`src/rtl/ahb_pkg.sv`:
```
// AHB encodings shared by the arbiter slice: transfer types, burst types, arbiter states.
// Latency: none (types and constants only).
// Backpressure: none.
package ahb_pkg;

    typedef enum logic [1:0] {
        TRANS_IDLE   = 2'd0,
        TRANS_BUSY   = 2'd1,
        TRANS_NONSEQ = 2'd2,
        TRANS_SEQ    = 2'd3
    } htrans_e;

    typedef enum logic [2:0] {
        BURST_SINGLE = 3'd0,
        BURST_INCR   = 3'd1,
        BURST_WRAP4  = 3'd2,
        BURST_INCR4  = 3'd3,
        BURST_WRAP8  = 3'd4,
        BURST_INCR8  = 3'd5,
        BURST_WRAP16 = 3'd6,
        BURST_INCR16 = 3'd7
    } hburst_e;

    typedef enum logic [1:0] {
        ARB_PARK   = 2'd0,
        ARB_OWNED  = 2'd1,
        ARB_BURST  = 2'd2,
        ARB_LOCKED = 2'd3
    } arb_state_e;

    // Beats still to come after the NONSEQ beat of a fixed-length burst.
    localparam int                 BEATS_W  = 4;
    localparam logic [BEATS_W-1:0] BEATS_4  = 4'd3;
    localparam logic [BEATS_W-1:0] BEATS_8  = 4'd7;
    localparam logic [BEATS_W-1:0] BEATS_16 = 4'd15;

    // Counter load value for a NONSEQ of the given burst type; SINGLE/INCR have no fixed tail.
    function automatic logic [BEATS_W-1:0] burst_tail_beats(input logic [2:0] hburst);
        case (hburst_e'(hburst))
            BURST_WRAP4,  BURST_INCR4:  return BEATS_4;
            BURST_WRAP8,  BURST_INCR8:  return BEATS_8;
            BURST_WRAP16, BURST_INCR16: return BEATS_16;
            default:                    return '0;
        endcase
    endfunction

endpackage

```
`src/rtl/ahb_bus_arbiter_if.sv`:
```
// Arbitration signal bundle between the AHB masters/bus muxes and the arbiter.
// Latency: none (wires only).
// Backpressure: HREADY is the only stall; it is carried here as a plain input to the arbiter.
interface ahb_bus_arbiter_if #(
    parameter int NUM_MASTERS  = 2,
    parameter int MASTER_IDX_W = 1
) ();

    logic [NUM_MASTERS-1:0]  HBUSREQ;
    logic [NUM_MASTERS-1:0]  HLOCK;
    logic [1:0]              HTRANS;
    logic [2:0]              HBURST;
    logic                    HREADY;
    logic                    HRESP;
    logic [NUM_MASTERS-1:0]  HGRANT;
    logic [MASTER_IDX_W-1:0] HMASTER;
    logic                    HMASTLOCK;

    // Arbiter side: consumes requests and bus status, produces grant/ownership.
    modport slave (
        input  HBUSREQ, HLOCK, HTRANS, HBURST, HREADY, HRESP,
        output HGRANT, HMASTER, HMASTLOCK
    );

    // Master/mux side: raises requests and follows the grant.
    modport master (
        output HBUSREQ, HLOCK, HTRANS, HBURST, HREADY, HRESP,
        input  HGRANT, HMASTER, HMASTLOCK
    );

endinterface

```
`src/rtl/ahb_burst_counter.sv`:
```
// Tracks address beats remaining in the current owner's fixed-length burst.
// Latency: updates on the HREADY-high edge that accepts the address; ERROR clears it one cycle early.
// Backpressure: holds while HREADY is low, except the first ERROR cycle which terminates the burst.
module ahb_burst_counter
    import ahb_pkg::*;
(
    input  logic               HCLK,
    input  logic               HRESETn,
    input  logic [1:0]         HTRANS,
    input  logic [2:0]         HBURST,
    input  logic               HREADY,
    input  logic               HRESP,
    output logic [BEATS_W-1:0] beats_left
);

    // Load on NONSEQ, count down on SEQ, drop the burst on the first ERROR cycle.
    always_ff @(posedge HCLK or negedge HRESETn) begin
        if (!HRESETn) begin
            beats_left <= '0;
        end else if (HRESP && !HREADY) begin
            beats_left <= '0;
        end else if (HREADY) begin
            case (htrans_e'(HTRANS))
                TRANS_NONSEQ: beats_left <= burst_tail_beats(HBURST);
                TRANS_SEQ: begin
                    if (beats_left != '0) begin
                        beats_left <= beats_left - BEATS_W'(1);
                    end
                end
                default: ;
            endcase
        end
    end

endmodule

```
`src/rtl/ahb_bus_arbiter.sv`:
```
// AHB arbiter: one-hot HGRANT, HMASTER/HMASTLOCK for the address mux; parks on master 0.
// Latency: request->HGRANT 1 cycle at an arbitration point; HGRANT->HMASTER next HREADY-high edge.
// Backpressure: HREADY low freezes grant and ownership; bursts and locks defer re-arbitration.
// Build option: define ARB_FIXED_PRIORITY_EN for lowest-index-wins instead of round robin.
module ahb_bus_arbiter
    import ahb_pkg::*;
#(
    parameter int NUM_MASTERS  = 2,
    parameter int MASTER_IDX_W = 1
) (
    input  logic             HCLK,
    input  logic             HRESETn,
    ahb_bus_arbiter_if.slave bus
);

    logic [BEATS_W-1:0]      beats_left;
    logic [MASTER_IDX_W-1:0] grant_idx;
    logic [MASTER_IDX_W-1:0] win_idx;
    logic [NUM_MASTERS-1:0]  nxt_grant;
    logic                    win_found;
    logic                    lock_active;
    logic                    rearb_ok;
    logic                    any_req;
    logic                    keep_owner;
    arb_state_e              state;
`ifndef ARB_FIXED_PRIORITY_EN
    logic [MASTER_IDX_W-1:0] rr_ptr;
`endif

    ahb_burst_counter u_burst_counter (
        .HCLK       (HCLK),
        .HRESETn    (HRESETn),
        .HTRANS     (bus.HTRANS),
        .HBURST     (bus.HBURST),
        .HREADY     (bus.HREADY),
        .HRESP      (bus.HRESP),
        .beats_left (beats_left)
    );

    // Encode the one-hot grant into the index of the granted master.
    always_comb begin
        grant_idx = '0;
        for (int i = 0; i < NUM_MASTERS; i++) begin
            if (bus.HGRANT[i]) begin
                grant_idx = MASTER_IDX_W'(i);
            end
        end
    end

    // A lock is live from HLOCK of the grantee until the locked address phase has left the bus.
    assign lock_active = bus.HLOCK[grant_idx] | bus.HMASTLOCK;
    // beats_left==1 lets the next owner be granted while the last beat's address is accepted.
    assign rearb_ok    = bus.HREADY & ~lock_active & (beats_left <= BEATS_W'(1));
    assign any_req     = |bus.HBUSREQ;
    // An undefined-length INCR keeps the bus as long as its master keeps asking.
    assign keep_owner  = bus.HBUSREQ[grant_idx] && (beats_left == '0) &&
                         (bus.HBURST == BURST_INCR);

    // Pick the next owner; the winner closest to the search start is assigned last.
    always_comb begin
        int                      cand;
        logic [MASTER_IDX_W-1:0] cand_idx;
        cand      = 0;
        cand_idx  = '0;
        win_found = 1'b0;
        win_idx   = '0;
        if (keep_owner) begin
            win_found = 1'b1;
            win_idx   = grant_idx;
        end else begin
`ifdef ARB_FIXED_PRIORITY_EN
            for (int i = NUM_MASTERS - 1; i >= 0; i--) begin
                cand_idx = MASTER_IDX_W'(i);
                if (bus.HBUSREQ[cand_idx]) begin
                    win_found = 1'b1;
                    win_idx   = cand_idx;
                end
            end
`else
            for (int i = NUM_MASTERS; i >= 1; i--) begin
                cand = int'(rr_ptr) + i;
                if (cand >= NUM_MASTERS) begin
                    cand = cand - NUM_MASTERS;
                end
                cand_idx = MASTER_IDX_W'(cand);
                if (bus.HBUSREQ[cand_idx]) begin
                    win_found = 1'b1;
                    win_idx   = cand_idx;
                end
            end
`endif
        end
        nxt_grant = '0;
        if (win_found) begin
            nxt_grant[win_idx] = 1'b1;
        end else begin
            nxt_grant[0] = 1'b1;
        end
    end

    // Arbiter FSM: grant at arbitration points, ownership on accepted address phases.
    always_ff @(posedge HCLK or negedge HRESETn) begin
        if (!HRESETn) begin
            state         <= ARB_PARK;
            bus.HGRANT    <= NUM_MASTERS'(1);
            bus.HMASTER   <= '0;
            bus.HMASTLOCK <= 1'b0;
`ifndef ARB_FIXED_PRIORITY_EN
            rr_ptr        <= '0;
`endif
        end else begin
            // Already parked on master 0 with nobody asking: nothing to re-arbitrate.
            if (rearb_ok && !(state == ARB_PARK && !any_req)) begin
                bus.HGRANT <= nxt_grant;
`ifndef ARB_FIXED_PRIORITY_EN
                if (win_found) begin
                    rr_ptr <= win_idx;
                end
`endif
            end

            if (bus.HREADY) begin
                bus.HMASTER   <= grant_idx;
                bus.HMASTLOCK <= bus.HLOCK[grant_idx];
            end

            if (lock_active) begin
                state <= ARB_LOCKED;
            end else if (rearb_ok) begin
                state <= any_req ? ARB_OWNED : ARB_PARK;
            end else if (beats_left > BEATS_W'(1)) begin
                state <= ARB_BURST;
            end else if (state == ARB_LOCKED) begin
                state <= ARB_OWNED;
            end
        end
    end

endmodule

```
`src/flat_wrapper.sv`:
```
// flat-port wrapper written by rule: the top's interface ports become plain ports
module ahb_bus_arbiter_flat import ahb_pkg::*;
#(
    parameter int NUM_MASTERS  = 2,
    parameter int MASTER_IDX_W = 1
)
  (HCLK, HRESETn, bus_HBUSREQ, bus_HLOCK, bus_HTRANS, bus_HBURST, bus_HREADY, bus_HRESP, bus_HGRANT, bus_HMASTER, bus_HMASTLOCK);
  ahb_bus_arbiter_if #(.NUM_MASTERS(NUM_MASTERS), .MASTER_IDX_W(MASTER_IDX_W)) bus_i ();
  input  logic HCLK;
  input  logic HRESETn;
  input wire logic [$bits(bus_i.HBUSREQ)-1:0] bus_HBUSREQ;
  input wire logic [$bits(bus_i.HLOCK)-1:0] bus_HLOCK;
  input wire logic [$bits(bus_i.HTRANS)-1:0] bus_HTRANS;
  input wire logic [$bits(bus_i.HBURST)-1:0] bus_HBURST;
  input wire logic [$bits(bus_i.HREADY)-1:0] bus_HREADY;
  input wire logic [$bits(bus_i.HRESP)-1:0] bus_HRESP;
  output wire logic [$bits(bus_i.HGRANT)-1:0] bus_HGRANT;
  output wire logic [$bits(bus_i.HMASTER)-1:0] bus_HMASTER;
  output wire logic [$bits(bus_i.HMASTLOCK)-1:0] bus_HMASTLOCK;
  assign bus_i.HBUSREQ = bus_HBUSREQ;
  assign bus_i.HLOCK = bus_HLOCK;
  assign bus_i.HTRANS = bus_HTRANS;
  assign bus_i.HBURST = bus_HBURST;
  assign bus_i.HREADY = bus_HREADY;
  assign bus_i.HRESP = bus_HRESP;
  assign bus_HGRANT = bus_i.HGRANT;
  assign bus_HMASTER = bus_i.HMASTER;
  assign bus_HMASTLOCK = bus_i.HMASTLOCK;
  ahb_bus_arbiter #(.NUM_MASTERS(NUM_MASTERS), .MASTER_IDX_W(MASTER_IDX_W)) u_core (.HCLK(HCLK), .HRESETn(HRESETn), .bus(bus_i));
endmodule
```
`config.mk`:
```
export PLATFORM = sky130hd
export DESIGN_NAME = ahb_bus_arbiter_flat
export DESIGN_NICKNAME = d
export VERILOG_FILES = /design/src/rtl/ahb_pkg.sv /design/src/rtl/ahb_bus_arbiter_if.sv /design/src/rtl/ahb_burst_counter.sv /design/src/rtl/ahb_bus_arbiter.sv /design/src/flat_wrapper.sv
export SDC_FILE = /design/constraint.sdc
export NUM_CORES = 1
export LEC_CHECK = 0
export CORE_MARGIN = 2
export CORE_UTILIZATION = 40
export CTS_CLUSTER_SIZE = 8
export DETAILED_ROUTE_END_ITERATION = 10
export GPL_TIMING_DRIVEN = 1
export HOLD_SLACK_MARGIN = 0.05
export PLACE_DENSITY_LB_ADDON = 0.15
export SLEW_MARGIN = 20
export SYNTH_ARGS = -nofsm -noshare
export SYNTH_HDL_FRONTEND = slang
export SYNTH_SLANG_ARGS = --single-unit
```
`constraint.sdc`:
```
create_clock -name HCLK -period 1.91 [get_ports HCLK]
set_input_delay 0.2865 -clock HCLK [delete_from_list [all_inputs] [get_ports HCLK]]
set_output_delay 0.2865 -clock HCLK [all_outputs]
set_load 0.02 [all_outputs]
```
==> out/summary.txt, run 1 <==
=====================================================================================
Run status                                                               finished, final reports clean
Gp weighted congestion                                                         0.7797
Area of the core region                                                  0.001524 mm²
DIE WIDTH                                                                    44.49 µm
Wire length per cell after detailed routing                                  13.74 µm
Setup TNS                                                                        0 ns
Insertion delay of the later-clocked pin in the worst-skew pair               0.26 ns
Classification of the worst-slack hold path                              input pin to asynchronous set/reset pin
Cell type contributing the most total cell area after synthesis          sky130_fd_sc_hd__dfrtp_1
Y dimension of the die                                                       44.49 µm
Post-synthesis instance total                                                      67
Wirelength, routed                                                           1.429 mm
Root buffer selected by CTS                                              sky130_fd_sc_hd__clkbuf_4
Number of global-route vias before repair                                         564
Overflow after GRT                                                                  0
Worst setup path startpoint                                              u_core.bus.HGRANT[0]$_DFFE_PN1P_
Initial antenna violation count                                                     0
Number of sinks on the clock net                                                   11
Avg Inst Size Synth                                                         9.786 µm²
Leading cell types by total area after synthesis                         sky130_fd_sc_hd__dfrtp_1, sky130_fd_sc_hd__nor2_1, sky130_fd_sc_hd__dfstp_2
Port Buf Inserts                                                                   16
Fraction of layout instances using a drive strength above 1                    17.05%
Count of unique library cells instantiated by Yosys                                27
Total setup buffers inserted after CTS                                              0
Setup violation total in the final timing report                                    0
Remaining antenna violation count                                                   0
Flip-flop cell with the highest count after synthesis                    sky130_fd_sc_hd__dfrtp_1
Post-route DRC                                                                      0
Yosys reg bits                                                                     11
Startpoint type of the worst setup path                                      register
Net count after synthesis                                                          82
Post-CTS Hold Fix Bufs                                                              0
Worst Hold Margin                                                           0.3536 ns
Vias after detailed routing                                                       582
Cell-by-cell trace of the critical path                                  clkdlybuf4s50_1
Crit. path cell count                                                               1
Share of the cycle needed by the critical path after routing                   88.08%
Relative slew margins                                                          66.46%
Maximum number of pins on one net before global-route repair                       12
Post-route cell area                                                        872.1 µm²
Clock Skews                                                               0.001858 ns
Number of placement rows                                                           14
Endpoint type of the worst setup path                                     output port
Total number of nets in the final design                                          104
Slew of the pin with the lowest slew margin                                 0.5016 ns
Final slew viol count                                                               0
Critical path class                                                      register to output port
Count of synthesis-stage warnings from yosys                                        0
Critical path arrival                                                         1.40 ns
Global-route wire length before repair                                       2.428 mm
Boundary Pins                                                                      17
Area added between synthesis and finish                                        33.02%
Max frequency                                                               594.4 MHz
Crit path max-delay cell type                                            sky130_fd_sc_hd__clkdlybuf4s50_1
Worst stage delay on the critical path                                        0.59 ns
Number of cells on the worst reg-to-reg path                                        6
Reg-to-Reg End                                                           u_core.bus.HGRANT[1]$_DFFE_PN0P_
Pwr dens                                                                 996.6 mW/mm²
# fillers                                                                         142
Unrepaired setup endpoints after global routing                                 false
Register-to-register setup slack                                              0.27 ns
Count of routing violations after the opening detailed-route iteration             11
Async SR Flop Fraction                                                         100.0%
Hold Violations, Final                                                              0
Placement-stage cell area                                                   845.8 µm²
Clock slew at reported path FFs                                               0.07 ns
Max Buffers Root-to-Sink                                                            2
HPWL after detailed placement                                                1.089 mm
Via/cell ratio                                                                  5.596
Number of synthesized flops with an enable pin                                      0
Die Footprint                                                            0.001979 mm²
Max Cap Violations                                                                  0
CP required                                                                   1.62 ns
Sequential element share of the synthesized area                               42.18%
Tmin final                                                                   1.682 ns
Count of TritonRoute iterations in the first routing pass                           4
Leak Pwr                                                                 0.0003742 µW
Startpoint of the worst register-to-register path                        u_core.u_burst_counter.beats_left[0]$_DFFE_PN0P_
Cell family with the largest share of critical-path delay                buffers and inverters
Most used standard cells in the synthesized netlist                      sky130_fd_sc_hd__dfrtp_1, sky130_fd_sc_hd__nor2_1, sky130_fd_sc_hd__nand2_1
Leading cell type by number of instances after synthesis                 sky130_fd_sc_hd__dfrtp_1
CTS tree                                                                          yes
Post-cts resize count                                                               0
Cell area after synthesis                                                   655.6 µm²
Worst supply voltage drop on vdd                                            0.6683 mV
Diodes inserted                                                                     0
H-tree depth                                                                        1
Overall track demand over capacity in global routing                           16.98%
WP buf/inv                                                                          1
Top cell type's share of synthesized area                                      38.17%
Initial core utilization                                                       43.02%
CP Max Fanout                                                                       2
Number of buffers created by CTS                                                    3
=====================================================================================
-- how the worst max path moves through the flow --
stage | to | slack [ns]
after floorplan | u_core.rr_ptr$_DFFE_PN0P_ | 0.43
after global placement | u_core.rr_ptr$_DFFE_PN0P_ | 0.19
after detailed placement | u_core.rr_ptr$_DFFE_PN0P_ | 0.18
after CTS | bus_HGRANT[0] | 0.21
after global routing | u_core.rr_ptr$_DFFE_PN0P_ | 0.12
final | bus_HGRANT[0] | 0.23
-- cells in the final DEF, fill, tap and decap left out, types with 3 or more instances in the layout --
cell type | netlist | routed
sky130_fd_sc_hd__nor2_1 | 8 | 8
sky130_fd_sc_hd__nand2_1 | 5 | 5
sky130_fd_sc_hd__a21oi_1 | 4 | 4
sky130_fd_sc_hd__o21ai_0 | 4 | 4
sky130_fd_sc_hd__buf_4 | 1 | 3
sky130_fd_sc_hd__clkbuf_4 | 0 | 3
sky130_fd_sc_hd__dfrtp_1 | 10 | 10
sky130_fd_sc_hd__inv_1 | 4 | 4
sky130_fd_sc_hd__clkdlybuf4s50_1 | 0 | 16
sky130_fd_sc_hd__or3_1 | 3 | 3
-- area by class of cell --
cell class              instances  area (µm²)  area share, %
multi-input cells              50       351.6          40.32
flip-flops and latches         11       276.5          31.71
repair buffers                 19       182.7          20.95
clock buffers                   4       26.28          3.013
well taps                      16       20.02          2.296
inverters                       4       15.01          1.722
-- flip-flops by register name (all words and copies together) (netlist names) --
register                           flops
u_core.state                           2
u_core.u_burst_counter.beats_left      4
u_core.bus.HMASTLOCK                   1
u_core.bus.HGRANT                      2
u_core.bus.HMASTER                     1
u_core.rr_ptr                          1
-- per-stage QoR --
stage	cells	worst slack, ns	util [%]	total power, µW
4_1_cts	104	0.2124	57.23	877.3
6_report	104	0.2278	57.23	869.1
3_3_place_gp	100	0.1929	55.50	709.1
3_5_place_dp	100	0.1779	55.50	713.6
2_1_floorplan	67	0.4289	-	580.1
5_1_grt	104	0.1228	57.23	930.1
-- where the power goes --
| part | switching (µW) | leakage, µW | internal (µW) |
|---|---|---|---|
| logic | 159 | 0.000229 | 184 |
| clock network | 78.8 | 0.0000150 | 80.7 |
| registers | 60.5 | 0.000130 | 306 |
-- logic make-up after synthesis --
group,share of synthesized area [%]
and+or+nand+nor,22.33
DFF,42.18
muxes,8.778
buffers and inverters,4.197
AOI/OAI and AO/OA,18.70
adders and majority gates,3.816
-- layer usage --
layer  track usage, %  part of all wire (%)
met5                0                     0
met3            5.714                   4.4
met4            5.455                     0
met2            24.93                    47
met1            23.45                    49
No activity file was read; power rests on OpenSTA's default activity.
==> run 2: changes to the inputs <==
--- a/config.mk
+++ b/config.mk
@@ -5,6 +5,7 @@
 export SDC_FILE = /design/constraint.sdc
 export NUM_CORES = 1
 export LEC_CHECK = 0
+export CAP_MARGIN = 5
 export CORE_MARGIN = 2
 export CORE_UTILIZATION = 40
 export CTS_CLUSTER_SIZE = 8
==> results of run 2 <==
Final layout, timing and power as in run 1 (identical DEF).
==> run 3: changes to the inputs <==
--- a/config.mk
+++ b/config.mk
@@ -7,7 +7,7 @@
 export LEC_CHECK = 0
 export CAP_MARGIN = 5
 export CORE_MARGIN = 2
-export CORE_UTILIZATION = 40
+export CORE_UTILIZATION = 30
 export CTS_CLUSTER_SIZE = 8
 export DETAILED_ROUTE_END_ITERATION = 10
 export GPL_TIMING_DRIVEN = 1
==> out/summary.txt, run 3 (synthesis gave the netlist of run 1 again) <==
=====================================================================================
Run status                                                               finished, final reports clean   unchanged
Classification of the worst-slack hold path                              input pin to asynchronous set/reset pin   unchanged
Boundary Pins                                                                      17   unchanged
Wire length per cell after detailed routing                                  12.34 µm   was 13.74 µm
Via/cell ratio                                                                  5.086   was 5.596
Non-filler cells in the finished layout                                           116   was 104
Cell family with the largest share of critical-path delay                buffers and inverters   unchanged
Die Footprint                                                            0.002576 mm²   was 0.001979 mm²
Number of sinks on the clock net                                                   11   unchanged
Number of buffers created by CTS                                                    3   unchanged
Initial antenna violation count                                                     0   unchanged
Most common cell after layout, fill and taps aside                       sky130_fd_sc_hd__clkdlybuf4s50_1   unchanged
Global-route wire length before repair                                       2.635 mm   was 2.428 mm
Clock slew at reported path FFs                                               0.07 ns   about the same
H-tree depth                                                                        1   unchanged
Insertion delay of the later-clocked pin in the worst-skew pair               0.27 ns   was 0.26 ns
Y dimension of the die                                                       50.75 µm   was 44.49 µm
Diodes inserted                                                                     0   unchanged
Root buffer selected by CTS                                              sky130_fd_sc_hd__clkbuf_4   unchanged
Slew of the pin with the lowest slew margin                                 0.5348 ns   was 0.5016 ns
Number of placement rows                                                           16   was 14
Pwr dens                                                                 974.1 mW/mm²   was 996.6 mW/mm²
Total number of nets in the final design                                          105   was 104
Worst stage delay on the critical path                                        0.59 ns   about the same
Area of the core region                                                  0.002002 mm²   was 0.001524 mm²
Worst Hold Margin                                                           0.3592 ns   was 0.3536 ns
Overall track demand over capacity in global routing                           13.56%   was 16.98%
Critical path arrival                                                         1.40 ns   about the same
Unrepaired setup endpoints after global routing                                 false   unchanged
Gp weighted congestion                                                         0.8719   was 0.7797
Startpoint type of the worst setup path                                      register   unchanged
Relative slew margins                                                          64.24%   was 66.46%
HPWL after detailed placement                                                1.130 mm   was 1.089 mm
Total setup buffers inserted after CTS                                              0   unchanged
Number of flip-flops under the largest register name                                4   unchanged
Max Buffers Root-to-Sink                                                            2   unchanged
Cell-by-cell trace of the critical path                                  clkdlybuf4s50_1   unchanged
Critical path class                                                      register to output port   unchanged
WP buf/inv                                                                          1   unchanged
Setup TNS                                                                        0 ns   unchanged
Vias after detailed routing                                                       590   was 582
Port Buf Inserts                                                                   16   unchanged
Setup violation total in the final timing report                                    0   unchanged
Endpoint type of the worst setup path                                     output port   unchanged
Post-CTS Hold Fix Bufs                                                              0   unchanged
Worst supply voltage drop on vdd                                            0.4717 mV   was 0.6683 mV
Maximum number of pins on one net before global-route repair                       12   unchanged
Footprint of the multi-input gates                                          351.6 µm²   unchanged
Final slew viol count                                                               0   unchanged
CP Max Fanout                                                                       2   unchanged
Post-cts resize count                                                               0   unchanged
Crit path max-delay cell type                                            sky130_fd_sc_hd__clkdlybuf4s50_1   unchanged
Clock Skews                                                               0.003151 ns   was 0.001858 ns
Hold Violations, Final                                                              0   unchanged
Number of global-route vias before repair                                         581   was 564
DIE WIDTH                                                                    50.75 µm   was 44.49 µm
Fraction of layout instances using a drive strength above 1                    17.98%   was 17.05%
Registers with the highest flip-flop counts                              u_core.u_burst_counter.beats_left x4, u_core.bus.HGRANT x2, u_core.state x2   unchanged
DP Cell Count                                                                     112   was 100
# fillers                                                                         200   was 142
Post-route DRC                                                                      0   unchanged
CTS tree                                                                          yes   unchanged
Count of routing violations after the opening detailed-route iteration             10   was 11
Area added between synthesis and finish                                        36.26%   was 33.02%
Core occupancy in the finished layout                                          44.63%   was 57.23%
Remaining antenna violation count                                                   0   unchanged
Max Cap Violations                                                                  0   unchanged
Initial core utilization                                                       32.75%   was 43.02%
Leak Pwr                                                                 0.0003790 µW   was 0.0003742 µW
Commonest cells after routing, fill and taps aside                       sky130_fd_sc_hd__clkdlybuf4s50_1, sky130_fd_sc_hd__dfrtp_1, sky130_fd_sc_hd__nor2_1, sky130_fd_sc_hd__nand2_1   unchanged
Share of the cycle needed by the critical path after routing                   88.24%   was 88.08%
Count of TritonRoute iterations in the first routing pass                           4   unchanged
Register name with the most flops                                        u_core.u_burst_counter.beats_left   unchanged
Max frequency                                                               593.4 MHz   was 594.4 MHz
Overflow after GRT                                                                  0   unchanged
Register cell area after layout                                             276.5 µm²   unchanged
Tmin final                                                                   1.685 ns   was 1.682 ns
CP required                                                                   1.62 ns   about the same
Wirelength, routed                                                           1.431 mm   was 1.429 mm
=====================================================================================
run 3: cell count changes in the layout (fill, tap and decap cells not counted):
cell,before,now
sky130_fd_sc_hd__buf_4,3,4
run 3: per-stage QoR:
step / total power [µW] / setup WS (ns) / instance area, µm²
6_report: 870.2 / 0.2247 / 893.4
5_1_grt: 939.5 / 0.06444 / 893.4
4_1_cts: 883.3 / 0.2161 / 893.4
2_1_floorplan: 580.1 / 0.4289 / 655.6
3_3_place_gp: 710.7 / 0.1881 / 867.1
3_5_place_dp: 714.3 / 0.1650 / 867.1
run 3: cell type report:
type,count,area share (%)
clock buffer,4,2.941
tap,27,3.782
multi-input combinational,50,39.36
timing repair buffer,20,21.29
inverter,4,1.681
sequential,11,30.95
run 3: per-layer routing:
metal  track usage, %  routed length [µm]  up-vias
li1                 -                   -      294
met1            17.50                 684      275
met2            21.27                 649       18
met3            4.762                  86        3
met4            4.054                  10        0
met5                0                   0        -
run 3: worst paths after layout:
| path | end | from | slack [ns] | cells past startpoint |
|---|---|---|---|---|
| max in group asynchronous | u_core.bus.HGRANT[0]$_DFFE_PN1P_ | HRESETn | 1.18 | 1 |
| max | bus_HGRANT[0] | u_core.bus.HGRANT[0]$_DFFE_PN1P_ | 0.22 | 1 |
| max reg2reg | u_core.rr_ptr$_DFFE_PN0P_ | u_core.u_burst_counter.beats_left[0]$_DFFE_PN0P_ | 0.24 | 6 |
| min reg2reg | u_core.state[1]$_DFFE_PN0P_ | u_core.state[0]$_DFFE_PN0P_ | 0.48 | 1 |
| min | u_core.u_burst_counter.beats_left[2]$_DFFE_PN0P_ | HRESETn | 0.36 | 1 |
| min in group HCLK | u_core.state[1]$_DFFE_PN0P_ | u_core.state[0]$_DFFE_PN0P_ | 0.48 | 1 |
run 3: report_power, final:
part	internal (µW)	switching [µW]
Combinational	185	157
Clock	81.0	81.8
Sequential	306	59.3
